`config.mk`:
```
export PLATFORM = sky130hd
export DESIGN_NAME = can_error_frame_rx_flat
export DESIGN_NICKNAME = d
export VERILOG_FILES = /design/src/rtl/can_error_frame_rx_if.sv /design/src/rtl/can_error_frame_rx.sv /design/src/flat_wrapper.sv
export SDC_FILE = /design/constraint.sdc
export NUM_CORES = 1
export LEC_CHECK = 0
export BUFFER_PORTS_ARGS = -buffer_cell sky130_fd_sc_hd__buf_2
export CORE_MARGIN = 5
export CORE_UTILIZATION = 31
export CTS_CLUSTER_DIAMETER = 80
export DETAILED_ROUTE_END_ITERATION = 7
export SYNTH_ARGS = -nofsm -noshare
export SYNTH_HDL_FRONTEND = slang
export SYNTH_SLANG_ARGS = --single-unit
```
`constraint.sdc`:
```
create_clock -name SP -period 3 [get_ports SP]
set_clock_uncertainty 0.15 [all_clocks]
set_input_delay 0.6 -clock SP [delete_from_list [all_inputs] [get_ports SP]]
set_output_delay 0.6 -clock SP [all_outputs]
set_load 0.02 [all_outputs]
```
`src/rtl/can_error_frame_rx_if.sv`:
```
// Bus-side signal bundle for the CAN error-frame receiver: sampled bit and enable in,
// detection pulses and dominant-run count out.
interface can_error_frame_rx_if #(
  parameter int unsigned CNT_W = 4
);
  logic             rx_en;
  logic             rx_bit;
  logic             err_flag_det;
  logic             err_frame_done;
  logic             delim_err;
  logic             excess_dom;
  logic             in_error;
  logic [CNT_W-1:0] dom_cnt;

  modport master (
    output rx_en,
    output rx_bit,
    input  err_flag_det,
    input  err_frame_done,
    input  delim_err,
    input  excess_dom,
    input  in_error,
    input  dom_cnt
  );

  modport slave (
    input  rx_en,
    input  rx_bit,
    output err_flag_det,
    output err_frame_done,
    output delim_err,
    output excess_dom,
    output in_error,
    output dom_cnt
  );
endinterface

```
`src/rtl/can_error_frame_rx.sv`:
```
// CAN error-frame receiver: detects error flags (including superposed flags), tracks the
// recessive error delimiter and reports completion, delimiter form errors and excess dominance.
module can_error_frame_rx #(
  parameter int unsigned FLAG_LEN  = 6,
  parameter int unsigned MAX_DOM   = 12,
  parameter int unsigned DELIM_LEN = 8,
  parameter int unsigned CNT_W     = 4
) (
  input logic                  SP,
  input logic                  reset,
  can_error_frame_rx_if.slave  bus
);

  localparam logic [CNT_W-1:0] FlagLenC  = CNT_W'(FLAG_LEN);
  localparam logic [CNT_W-1:0] ExcessC   = CNT_W'(MAX_DOM + 1);
  localparam logic [CNT_W-1:0] DelimLenC = CNT_W'(DELIM_LEN);
  localparam logic [CNT_W-1:0] OneC      = CNT_W'(1);

  typedef enum logic [1:0] {StIdle, StFlag, StDelim} state_e;

  state_e           state_q, state_d;
  logic [CNT_W-1:0] dom_q, dom_d;
  logic [CNT_W-1:0] del_q, del_d;
  logic [CNT_W-1:0] dom_inc, del_inc;
  logic             flag_q, flag_d;
  logic             done_q, done_d;
  logic             derr_q, derr_d;
  logic             exc_q, exc_d;
  logic             in_err_q, in_err_d;

  always_comb begin
    dom_inc = (dom_q == '1) ? dom_q : dom_q + OneC;
    del_inc = (del_q == '1) ? del_q : del_q + OneC;
  end

  always_comb begin
    state_d = state_q;
    dom_d   = dom_q;
    del_d   = del_q;
    flag_d  = 1'b0;
    done_d  = 1'b0;
    derr_d  = 1'b0;
    exc_d   = 1'b0;
    if (!bus.rx_en) begin
      state_d = StIdle;
      dom_d   = '0;
      del_d   = '0;
    end else begin
      case (state_q)
        StIdle: begin
          if (!bus.rx_bit) begin
            dom_d = dom_inc;
            if (dom_inc == FlagLenC) begin
              state_d = StFlag;
              flag_d  = 1'b1;
            end
          end else begin
            dom_d = '0;
          end
        end
        StFlag: begin
          if (!bus.rx_bit) begin
            dom_d = dom_inc;
            // Guard against repeat pulses if the threshold coincides with saturation.
            exc_d = (dom_inc == ExcessC) && (dom_q != ExcessC);
          end else begin
            state_d = StDelim;
            del_d   = OneC;
            dom_d   = '0;
          end
        end
        StDelim: begin
          if (bus.rx_bit) begin
            del_d = del_inc;
            if (del_inc == DelimLenC) begin
              state_d = StIdle;
              done_d  = 1'b1;
              del_d   = '0;
            end
          end else begin
            // The offending dominant bit seeds a possible new flag.
            state_d = StIdle;
            derr_d  = 1'b1;
            dom_d   = OneC;
            del_d   = '0;
          end
        end
        default: begin
          state_d = StIdle;
          dom_d   = '0;
          del_d   = '0;
        end
      endcase
    end
    in_err_d = (state_d != StIdle);
  end

  always_ff @(posedge SP) begin
    if (!reset) begin
      state_q  <= StIdle;
      dom_q    <= '0;
      del_q    <= '0;
      flag_q   <= 1'b0;
      done_q   <= 1'b0;
      derr_q   <= 1'b0;
      exc_q    <= 1'b0;
      in_err_q <= 1'b0;
    end else begin
      state_q  <= state_d;
      dom_q    <= dom_d;
      del_q    <= del_d;
      flag_q   <= flag_d;
      done_q   <= done_d;
      derr_q   <= derr_d;
      exc_q    <= exc_d;
      in_err_q <= in_err_d;
    end
  end

  assign bus.err_flag_det   = flag_q;
  assign bus.err_frame_done = done_q;
  assign bus.delim_err      = derr_q;
  assign bus.excess_dom     = exc_q;
  assign bus.in_error       = in_err_q;
  assign bus.dom_cnt        = dom_q;

endmodule

```
`src/flat_wrapper.sv`:
```
// flat-port wrapper written by rule: the top's interface ports become plain ports
module can_error_frame_rx_flat 
#(
  parameter int unsigned FLAG_LEN  = 6,
  parameter int unsigned MAX_DOM   = 12,
  parameter int unsigned DELIM_LEN = 8,
  parameter int unsigned CNT_W     = 4
)
  (SP, reset, bus_rx_en, bus_rx_bit, bus_err_flag_det, bus_err_frame_done, bus_delim_err, bus_excess_dom, bus_in_error, bus_dom_cnt);
  can_error_frame_rx_if #(.CNT_W(CNT_W)) bus_i ();
  input logic SP;
  input logic reset;
  input wire logic [$bits(bus_i.rx_en)-1:0] bus_rx_en;
  input wire logic [$bits(bus_i.rx_bit)-1:0] bus_rx_bit;
  output wire logic [$bits(bus_i.err_flag_det)-1:0] bus_err_flag_det;
  output wire logic [$bits(bus_i.err_frame_done)-1:0] bus_err_frame_done;
  output wire logic [$bits(bus_i.delim_err)-1:0] bus_delim_err;
  output wire logic [$bits(bus_i.excess_dom)-1:0] bus_excess_dom;
  output wire logic [$bits(bus_i.in_error)-1:0] bus_in_error;
  output wire logic [$bits(bus_i.dom_cnt)-1:0] bus_dom_cnt;
  assign bus_i.rx_en = bus_rx_en;
  assign bus_i.rx_bit = bus_rx_bit;
  assign bus_err_flag_det = bus_i.err_flag_det;
  assign bus_err_frame_done = bus_i.err_frame_done;
  assign bus_delim_err = bus_i.delim_err;
  assign bus_excess_dom = bus_i.excess_dom;
  assign bus_in_error = bus_i.in_error;
  assign bus_dom_cnt = bus_i.dom_cnt;
  can_error_frame_rx #(.FLAG_LEN(FLAG_LEN), .MAX_DOM(MAX_DOM), .DELIM_LEN(DELIM_LEN), .CNT_W(CNT_W)) u_core (.SP(SP), .reset(reset), .bus(bus_i));
endmodule
```
# == Word level (Yosys, flattened, before mapping) ==
# Index checks and enable logic that the tools add are counted.
# totals
ff_bits,15
inputBits,4
output_inout_bits,9
wordCells,53
# classes
addsub,2
eq_ne,10
n_mux,19
n_bitwise,4
reduce_logical,10
# ops
cell,n
4-bit 2-to-1 mux,7
4-bit equality test (second input constant),4
2-bit 2-to-1 mux,6
4-bit one-hot mux with 3 select lines,1
4-bit by 1-bit adder with 4-bit output (second input constant),2
4-bit one-hot mux with 2 select lines,1
4-bit OR reduction,2
2-bit one-hot mux with 3 select lines,1
4-bit by 3-bit equality test with 1-bit output (second input constant),1
2-bit != test (second input constant),2
4-bit != test (second input constant),1
1-bit NOT,4
2-bit AND reduction,2
4-bit AND reduction,1
1-bit 2-to-1 mux,3
3-bit AND reduction,1
2-bit by 1-bit equality test with 1-bit output (second input constant),1
2-bit equality test (second input constant),1
2-bit zero test,1
2-bit nonzero test,1
2-bit OR reduction,1
1-bit logical AND,1

# == Longest topological paths before layout ==
# Gate-level depths: netlist of run 1.
# logic_depth
word_depth,8
depth_mapped,7
ltp_nobuf,7

# == Worst setup path before layout of run 1 ==
# No wires, ideal clock.
# synth_timing
kind,register to register
start,"register u_core.dom_q[0], in the netlist u_core.bus.dom_cnt[0]"
end,"register u_core.in_err_q, in the netlist u_core.bus.in_error"
setup_ps,120
arrival_time_ps,1599
t_required_ps,2730
path_slack_ps,1130
stages_incl_launch_ff,7
n_path_buf,0
synth_period_minus_slack_ps,1870
path_cell_list,dfxtp_1 ha_1 nor2_1 nor3b_1 a31oi_2 o31a_1 o21bai_1
# synth_via
elab_chain_len,8
word_cells_on_any_way,9
cone_classes,1 x add/sub; 2 x eq/ne; 5 x mux; 1 x reduce/logical
# synth_lines
element,line,source
from (decl),can_error_frame_rx.sv:22,"logic [CNT_W-1:0] dom_q, dom_d;"
from (signal assigned),can_error_frame_rx.sv:110,dom_q <= dom_d;
4-bit by 1-bit adder with 4-bit output / 4-bit equality test (equally long branches),can_error_frame_rx.sv:32,dom_inc = (dom_q == '1) ? dom_q : dom_q + OneC;
4-bit 2-to-1 mux (*),can_error_frame_rx.sv:32,
4-bit by 3-bit equality test with 1-bit output (*),can_error_frame_rx.sv:53,if (dom_inc == FlagLenC) begin
2-bit 2-to-1 mux (*),can_error_frame_rx.sv:53,
2-bit 2-to-1 mux (*),can_error_frame_rx.sv:51,if (!bus.rx_bit) begin
2-bit one-hot mux with 3 select lines (*),can_error_frame_rx.sv:49,case (state_q)
2-bit 2-to-1 mux (*),can_error_frame_rx.sv:44,if (!bus.rx_en) begin
2-bit nonzero test (*),can_error_frame_rx.sv:95,in_err_d = (state_d != StIdle);
to (signal assigned),can_error_frame_rx.sv:116,in_err_q <= in_err_d;
to (decl),can_error_frame_rx.sv:29,"logic in_err_q, in_err_d;"
# Mark *: on every way between the ends. The rest lies on a longest branch, timed or not.
# A chain may end at the register's enable or synchronous reset.

# == Worst setup path in the final report of run 1 ==
# layout_timing
start,register u_core.del_q[0]
end,"register u_core.in_err_q, in the netlist u_core.bus.in_error"
# layout_via
elab_chain_len,8
word_cells_on_any_way,9
cone_classes,1 x add/sub; 2 x eq/ne; 5 x mux; 1 x reduce/logical
# layout_lines
element,line,source
from (decl),can_error_frame_rx.sv:23,"logic [CNT_W-1:0] del_q, del_d;"
from (signal assigned),can_error_frame_rx.sv:111,del_q <= del_d;
4-bit by 1-bit adder with 4-bit output / 4-bit equality test (equally long branches),can_error_frame_rx.sv:33,del_inc = (del_q == '1) ? del_q : del_q + OneC;
4-bit 2-to-1 mux (*),can_error_frame_rx.sv:33,
4-bit equality test (*),can_error_frame_rx.sv:75,if (del_inc == DelimLenC) begin
2-bit 2-to-1 mux (*),can_error_frame_rx.sv:75,
2-bit 2-to-1 mux (*),can_error_frame_rx.sv:73,if (bus.rx_bit) begin
2-bit one-hot mux with 3 select lines (*),can_error_frame_rx.sv:49,
2-bit 2-to-1 mux (*),can_error_frame_rx.sv:44,
2-bit nonzero test (*),can_error_frame_rx.sv:95,
# Marked as above.

==> results list, run 1 <==
- At the end of the flow, the number of nets in the layout was 130.
- Post-Layout Cell Count: 148
- Across all layers, the routed design uses 767 vias.
- First-pass DRT Iterations: 4
- Fin Setup TNS: 0 ns
* Initial antenna violation count: 0
- Setup crit end kind: flop
- Number of filler instances in the final layout: 300
* Standard cell with the maximum stage delay on the critical path: or3b_1
- Maximum number of pins on one net before global-route repair: 12
- CTS saw 15 sinks.
- Leakage power figure: 0.393 nW
* Die Footprint: 0.00394 mm²
- Met1 wire length: 963 µm
* Number of enable-type register cells in the synthesized netlist: 0
* Count of distinct cell types in the synthesized netlist: 38
- Number of failing hold endpoints at the final stage: 0
- Post-CTS repair changed the size of 0 cells.
* Max layer used: met4
- Post-synthesis average cell area: 8.45 µm²
- In this design, the largest share of critical-path delay is due to compound AO/OA/AOI/OAI gates.
- Wires add up to 1930 µm.
- When the netlist entered floorplanning its net count stood at 114.
- The floorplan step set the die height to 62.7 µm.
* Number of setup buffers added after CTS: 0
- Final setup vio count: 0
* Max-cap violations: 0
- Cells with a size suffix above 1 make up 17.9% of the layout.
* Worst Setup Slack, final: 1.01 ns
- In this design, the stage delay of the slowest critical-path cell is 0.38 ns.
- Cell area reported after detailed placement: 957 µm²
- Layout-stage area growth over the synthesis result: 14.2%
- Amount of wire on met3 after detailed routing: 92 µm
- Together, buffers and inverters on the worst path number 0.
- After synthesis the netlist holds a flip-flop and latch count of 15.
* Data required time of the worst path: 3.04 ns
* Fraction of the yosys area taken by sequential cells: 34.8%
- Horizontal extent of the die: 62.7 µm
- Detailed Route Iter0 Violations: 65
- Transition time at the pin with the least slew margin: 0.398 ns
- Detailed routing placed a total of 864 µm of wire on met2.
- Gp weighted congestion: 0.893
* Fraction of registers with async set/reset: 0%
- Average vias per placed instance: 5.18
* Final cell area excluding filler cells: 985 µm²
- The mapped netlist covers 862 µm².
- Root Buffer Master: clkbuf_4
* CTS Buffer Depth: 2
- IR analysis of the VDD net gives a maximum drop of 0.000181 V.
* Number of cells produced by synthesis: 102
- Yosys printed 0 warnings.
- The detail route stage leaves a number of antenna-violating nets equal to 0.
- After clock tree synthesis, the clock-pin slew on the worst setup and hold paths is 0.09 ns.
* Via count of the first global-routing pass: 817
- Kind of launch point of the worst setup path: flop
- Class of the worst hold path: reg2reg
- Along the worst path, the maximum fanout reaches 6.
- Post-detailed-placement half-perimeter wirelength: 1460 µm
- In this run the number of H-tree levels came out at 1.
- Power density relative to cell area: 340 mW/mm²
- Fraction of the cycle the final worst path needs: 66.3%
- Clock tree from TritonCTS: built
- ANT cells: 0
- TritonCTS buffer count: 3
* Global-route total usage across every layer: 11.3%
- The number of placed instances, taps included, is 144.
- After detailed routing, the average wire length per cell comes to 13.0 µm.
* Util after Layout: 36.3%
- Core area: 0.00271 mm²
- Total grt overflow: 0
- 13 I/O pins were placed.
- After floorplanning, the core was divided into 19 placement rows.
- The signal on the critical path passes through ha_1 -> or3b_1 -> a21oi_2 -> nor2_1 -> o31a_1 -> o21bai_1.
- Clock Latency Late Sink: 0.29 ns
- Setup repair after global routing missed its margin: no
- The initial utilization of the core area, before any placement, comes to 31.8%.
- The final-report max-slew violation count is 0.
* Worst endpoint data arrival time: 2.03 ns
- Prior to clock tree synthesis, the placed netlist has a worst setup slack of 0.967 ns.
* DRC violation count after routing: 0
- The first global-routing pass estimated 3710 µm of wire.
- The count of buffers added on input and output ports is 12.
- Maximum clock frequency: 503 MHz
- The run finished with clean final reports.
- The critical path in this run is classified as reg2reg.
- Final worst path period need: 1.99 ns
* Worst slew margin relative to its limit: 73.3%
* Main synth FF type: dfxtp_1
* Number of buffers inserted for hold repair after clock tree synthesis: 0
-- Yosys cell counts (2+ instances only) --
cell type | instances | share of area [%]
o21ai_1 | 3 | 1.7
inv_1 | 8 | 3.5
o21ai_0 | 2 | 1.2
nor3b_1 | 2 | 1.7
a21oi_1 | 8 | 4.6
nand2_1 | 5 | 2.2
nor2_1 | 12 | 5.2
nand4_1 | 2 | 1.5
o21bai_1 | 2 | 1.7
ha_1 | 8 | 12
nand2b_1 | 2 | 1.5
dfxtp_1 | 15 | 35
a211oi_1 | 2 | 1.7
nand2_2 | 2 | 1.5
and3_1 | 2 | 1.5
nand3_1 | 3 | 1.7
nor3_1 | 3 | 1.7
-- tightest hold or removal path: stages (launching register included) --
cell and delay (ns):
dfxtp_1 0.37, nand2_1 0.07, o21ai_1 0.06
-- cells by family (layout without fill, tap and decap cells) --
kind of cell | Yosys count | count (layout) | share of synthesized area [%]
simple gates | 41 | 41 | 25.4
buf+inv | 9 | 24 | 3.92
compound gates | 26 | 26 | 20.5
flops | 15 | 15 | 34.8
fa+ha+maj | 8 | 8 | 11.6
mux | 3 | 3 | 3.77
-- placed cells by master, fill, tap and decap left out, drive strengths merged, types with 2 or more instances in the layout --
cell	Yosys	layout
nor2	12	12
nor3	3	3
buf	0	12
a211oi	2	2
mux2	2	2
o21bai	2	2
dfxtp	15	15
nand2	7	7
and3	2	2
nand4	2	2
inv	8	8
nand2b	2	2
o21ai	5	5
clkbuf	1	3
nand3	3	3
ha	8	8
nor3b	2	2
a21oi	9	9
-- metal layers --
| layer | GRT usage (%) | vias to the layer above |
|---|---|---|
| met5 | 0 | - |
| met4 | 3.98 | 0 |
| met3 | 3.60 | 2 |
| met2 | 17.6 | 17 |
| met1 | 14.4 | 346 |
| li1 | - | 402 |
-- power by group --
part	switching [mW]	internal, mW
registers	0.00126	0.200
logic	0.00973	0.00567
clock network	0.0686	0.0497
total	0.0795	0.255
-- final cells by class --
class                   count  area [µm²]  share of cell area (%)
clock buffers               3        22.5                    2.29
multi-input cells          78         528                    53.6
well taps                  31        38.8                    3.94
flip-flops and latches     15         300                    30.5
inverters                   8        30.0                    3.05
clock inverters             1        5.00                   0.508
repair buffers             12        60.1                    6.10
-- final timing paths --
path	startpoint	endpoint	slack, ns	cells past startpoint
setup / recovery	u_core.del_q[0]	u_core.bus.in_error	1.01	6
hold / removal	u_core.bus.dom_cnt[3]	u_core.bus.dom_cnt[3]	0.39	2
setup reg to reg	u_core.del_q[0]	u_core.bus.in_error	1.01	6
hold reg to reg	u_core.bus.dom_cnt[3]	u_core.bus.dom_cnt[3]	0.39	2
-- stage by stage --
step | hold slack, ns | power, mW
after global placement | 0.373 | 0.220
final | 0.395 | 0.335
after floorplan | 0.343 | 0.215
after CTS | 0.394 | 0.339
after global routing | 0.435 | 0.350
after detailed placement | 0.376 | 0.221
-- flip-flops by register name (all words and copies together) (netlist names) --
register                   count
u_core.bus.excess_dom          1
u_core.bus.err_flag_det        1
u_core.bus.delim_err           1
u_core.bus.in_error            1
u_core.bus.err_frame_done      1
u_core.state_q                 2
u_core.del_q                   4
u_core.bus.dom_cnt             4
Note: power is estimated with default switching activity, not from simulation.
==> inputs of run 2 (changes only) <==
Clock period 3 ns to 2.1 ns, I/O delays scaled along.
==> results list, run 2 (synthesized netlist as in run 1, its figures left out) <==
* Via count of the first global-routing pass: 800 (was 817)
- The maximum achievable frequency is 513 MHz (was 503 MHz).
* Setup repair after global routing missed its margin: no (unchanged)
- The data arrival time of the critical path was 1.99 ns (was 2.03 ns).
- Horizontal extent of the die: 62.7 µm (unchanged)
- Leakage power figure: 0.403 nW (was 0.393 nW)
* Number of sinks driven by the clock tree: 15 (unchanged)
* Kind of critical path: reg2reg (unchanged)
- The total number of vias was 797 (was 767).
- Fraction of the cycle the final worst path needs: 92.7% (was 66.3%)
- The count of TritonRoute iterations in the first routing pass is 4 (unchanged).
* Net count of the finished layout: 132 (was 130)
- The TritonCTS buffer count is 3 (unchanged).
- The final weighted congestion of routability-driven global placement is 0.795 (was 0.893).
* Global-route wire length before repair: 3550 µm (was 3710 µm)
* Die Footprint: 0.00394 mm² (unchanged)
- The share of the core filled with cells was 36.9% (was 36.3%).
- The final-report max-slew violation count is 0 (unchanged).
* Clock edge transition at the registers on the reported setup and hold paths: 0.10 ns (was 0.09 ns)
- CTS-repair resized insts: 0 (unchanged)
* Sequential cell area: 300 µm² (unchanged)
- The total inserted antenna cells was 0 (unchanged).
- The count of nets left with antenna violations after detail routing came to 0 (unchanged).
* Run status: finished clean (unchanged)
- Floorplan die height: 62.7 µm (unchanged)
* Share of post-route cells with drive strength above 1: 19.3% (was 17.9%)
* Drt wl/cell: 13.4 µm (was 13.0 µm)
* Power density relative to cell area: 488 mW/mm² (was 340 mW/mm²)
- Number of port buffers: 12 (unchanged)
* Starting density of the core: 31.8% (unchanged)
* Maximum net fanout on the critical path: 6 (unchanged)
- Final cell area excluding filler cells: 1000 µm² (was 985 µm²)
* Clock Latency Late Sink: 0.29 ns (about the same)
- Total grt overflow: 0 (unchanged)
- Fin Setup TNS: 0 ns (unchanged)
- Root Buffer Master: clkbuf_4 (unchanged)
- Global-route total usage across every layer: 10.9% (was 11.3%)
* Wire length reported by the detailed router: 2000 µm (was 1930 µm)
* Worst slew margin relative to its limit: 73.5% (was 73.3%)
- The type of the tightest min-delay check is in2reg (was reg2reg).
- The number of filler cells placed in the layout was 300 (unchanged).
- Layout-stage area growth over the synthesis result: 16.0% (was 14.2%)
* H-tree levels: 1 (unchanged)
- The count of endpoints failing setup in the final report is 0 (unchanged).
- The remaining design rule violation count came to 0 (unchanged).
* Initial antenna violation count: 0 (unchanged)
* CTS Buffer Depth: 2 (unchanged)
- The hold violation total from the final report was 0 (unchanged).
- The DRC marker count from the first detailed-route iteration came to 45 (was 65).
* Area taken by multi-input logic gates: 528 µm² (unchanged)
- The critical path capture point type was a flop (unchanged).
* Data required time of the worst path: 2.14 ns (was 3.04 ns)
* Number of setup buffers added after CTS: 0 (unchanged)
* Kind of launch point of the worst setup path: flop (unchanged)
- The largest net degree at the start of global routing came to 12 (unchanged).
* Post-detailed-placement half-perimeter wirelength: 1480 µm (was 1460 µm)
- The slew at the pin closest to its max-slew limit is 0.387 ns (was 0.398 ns).
- The number of hold buffers added after cts was 0 (unchanged).
- The most common cell after layout, fill and taps aside is dfxtp_1 (unchanged).
* Post-Layout Cell Count: 150 (was 148)
- Core area: 0.00271 mm² (unchanged)
- Max-cap violations: 0 (unchanged)
- Most frequent cells in the layout: dfxtp_1 (15), nor2_1 (12), buf_2 (12) (unchanged)
- The cell count after placement came to 146 (was 144).
* # IOs: 13 (unchanged)
* Worst hold slack after final layout: 0.255 ns (was 0.395 ns)
- The instance area at placement was 972 µm² (was 957 µm²).
- The row count came to 19 (unchanged).
* Average vias per placed instance: 5.31 (was 5.18)
* Clock tree from TritonCTS: built (unchanged)
- The worst-case vdd ir drop is 0.000301 V (was 0.000181 V).
* Final worst path period need: 1.95 ns (was 1.99 ns)
run 2: changes by cell type in the layout (fill, tap and decap cells not counted), sizes merged:
| cell | previous run | this run |
|---|---|---|
| buf | 12 | 14 |
run 2: cell type report:
| class | instances | share of cell area [%] |
|---|---|---|
| clock inverters | 1 | 0.501 |
| flip-flops and latches | 15 | 30.0 |
| repair buffers | 14 | 7.51 |
| multi-input cells | 78 | 52.8 |
| clock buffers | 3 | 2.25 |
| well taps | 31 | 3.88 |
| inverters | 8 | 3.00 |
run 2: worst max-delay path, cell delays in order (launching register included):
cell	delay, ns
dfxtp_1	0.36
ha_1	0.27
or3b_1	0.38
a21oi_2	0.17
nor2_1	0.08
o31a_1	0.28
o21bai_1	0.15
run 2: power breakdown:
part	internal [mW]	switching (mW)
combinational	0.0102	0.0153
sequential	0.285	0.000599
clock	0.0710	0.105
total	0.366	0.121
run 2: layer usage:
layer / share of wire, % / GRT usage [%] / up-vias / wire, µm
met3: 6.0 / 4.14 / 2 / 120
met2: 46 / 17.4 / 23 / 917
met1: 48 / 13.4 / 367 / 952
li1: - / - / 405 / -
met4: 0.70 / 3.98 / 0 / 14
met5: 0 / 0 / - / 0
run 2: path summary, 6_finish.rpt:
| path | start | to | slack (ns) | depth (start not counted) |
|---|---|---|---|---|
| hold / removal | bus_rx_en | u_core.del_q[3] | 0.25 | 3 |
| setup / recovery | u_core.del_q[0] | u_core.bus.in_error | 0.15 | 6 |
| setup reg to reg | u_core.del_q[0] | u_core.bus.in_error | 0.15 | 6 |
| hold reg to reg | u_core.del_q[0] | u_core.del_q[0] | 0.39 | 2 |
run 2: metrics by stage:
step | worst slack, ns | power [mW]
after global routing | 0.0533 | 0.512
after floorplan | 0.230 | 0.307
after global placement | 0.204 | 0.318
after detailed placement | 0.169 | 0.318
after CTS | 0.153 | 0.495
final | 0.152 | 0.488
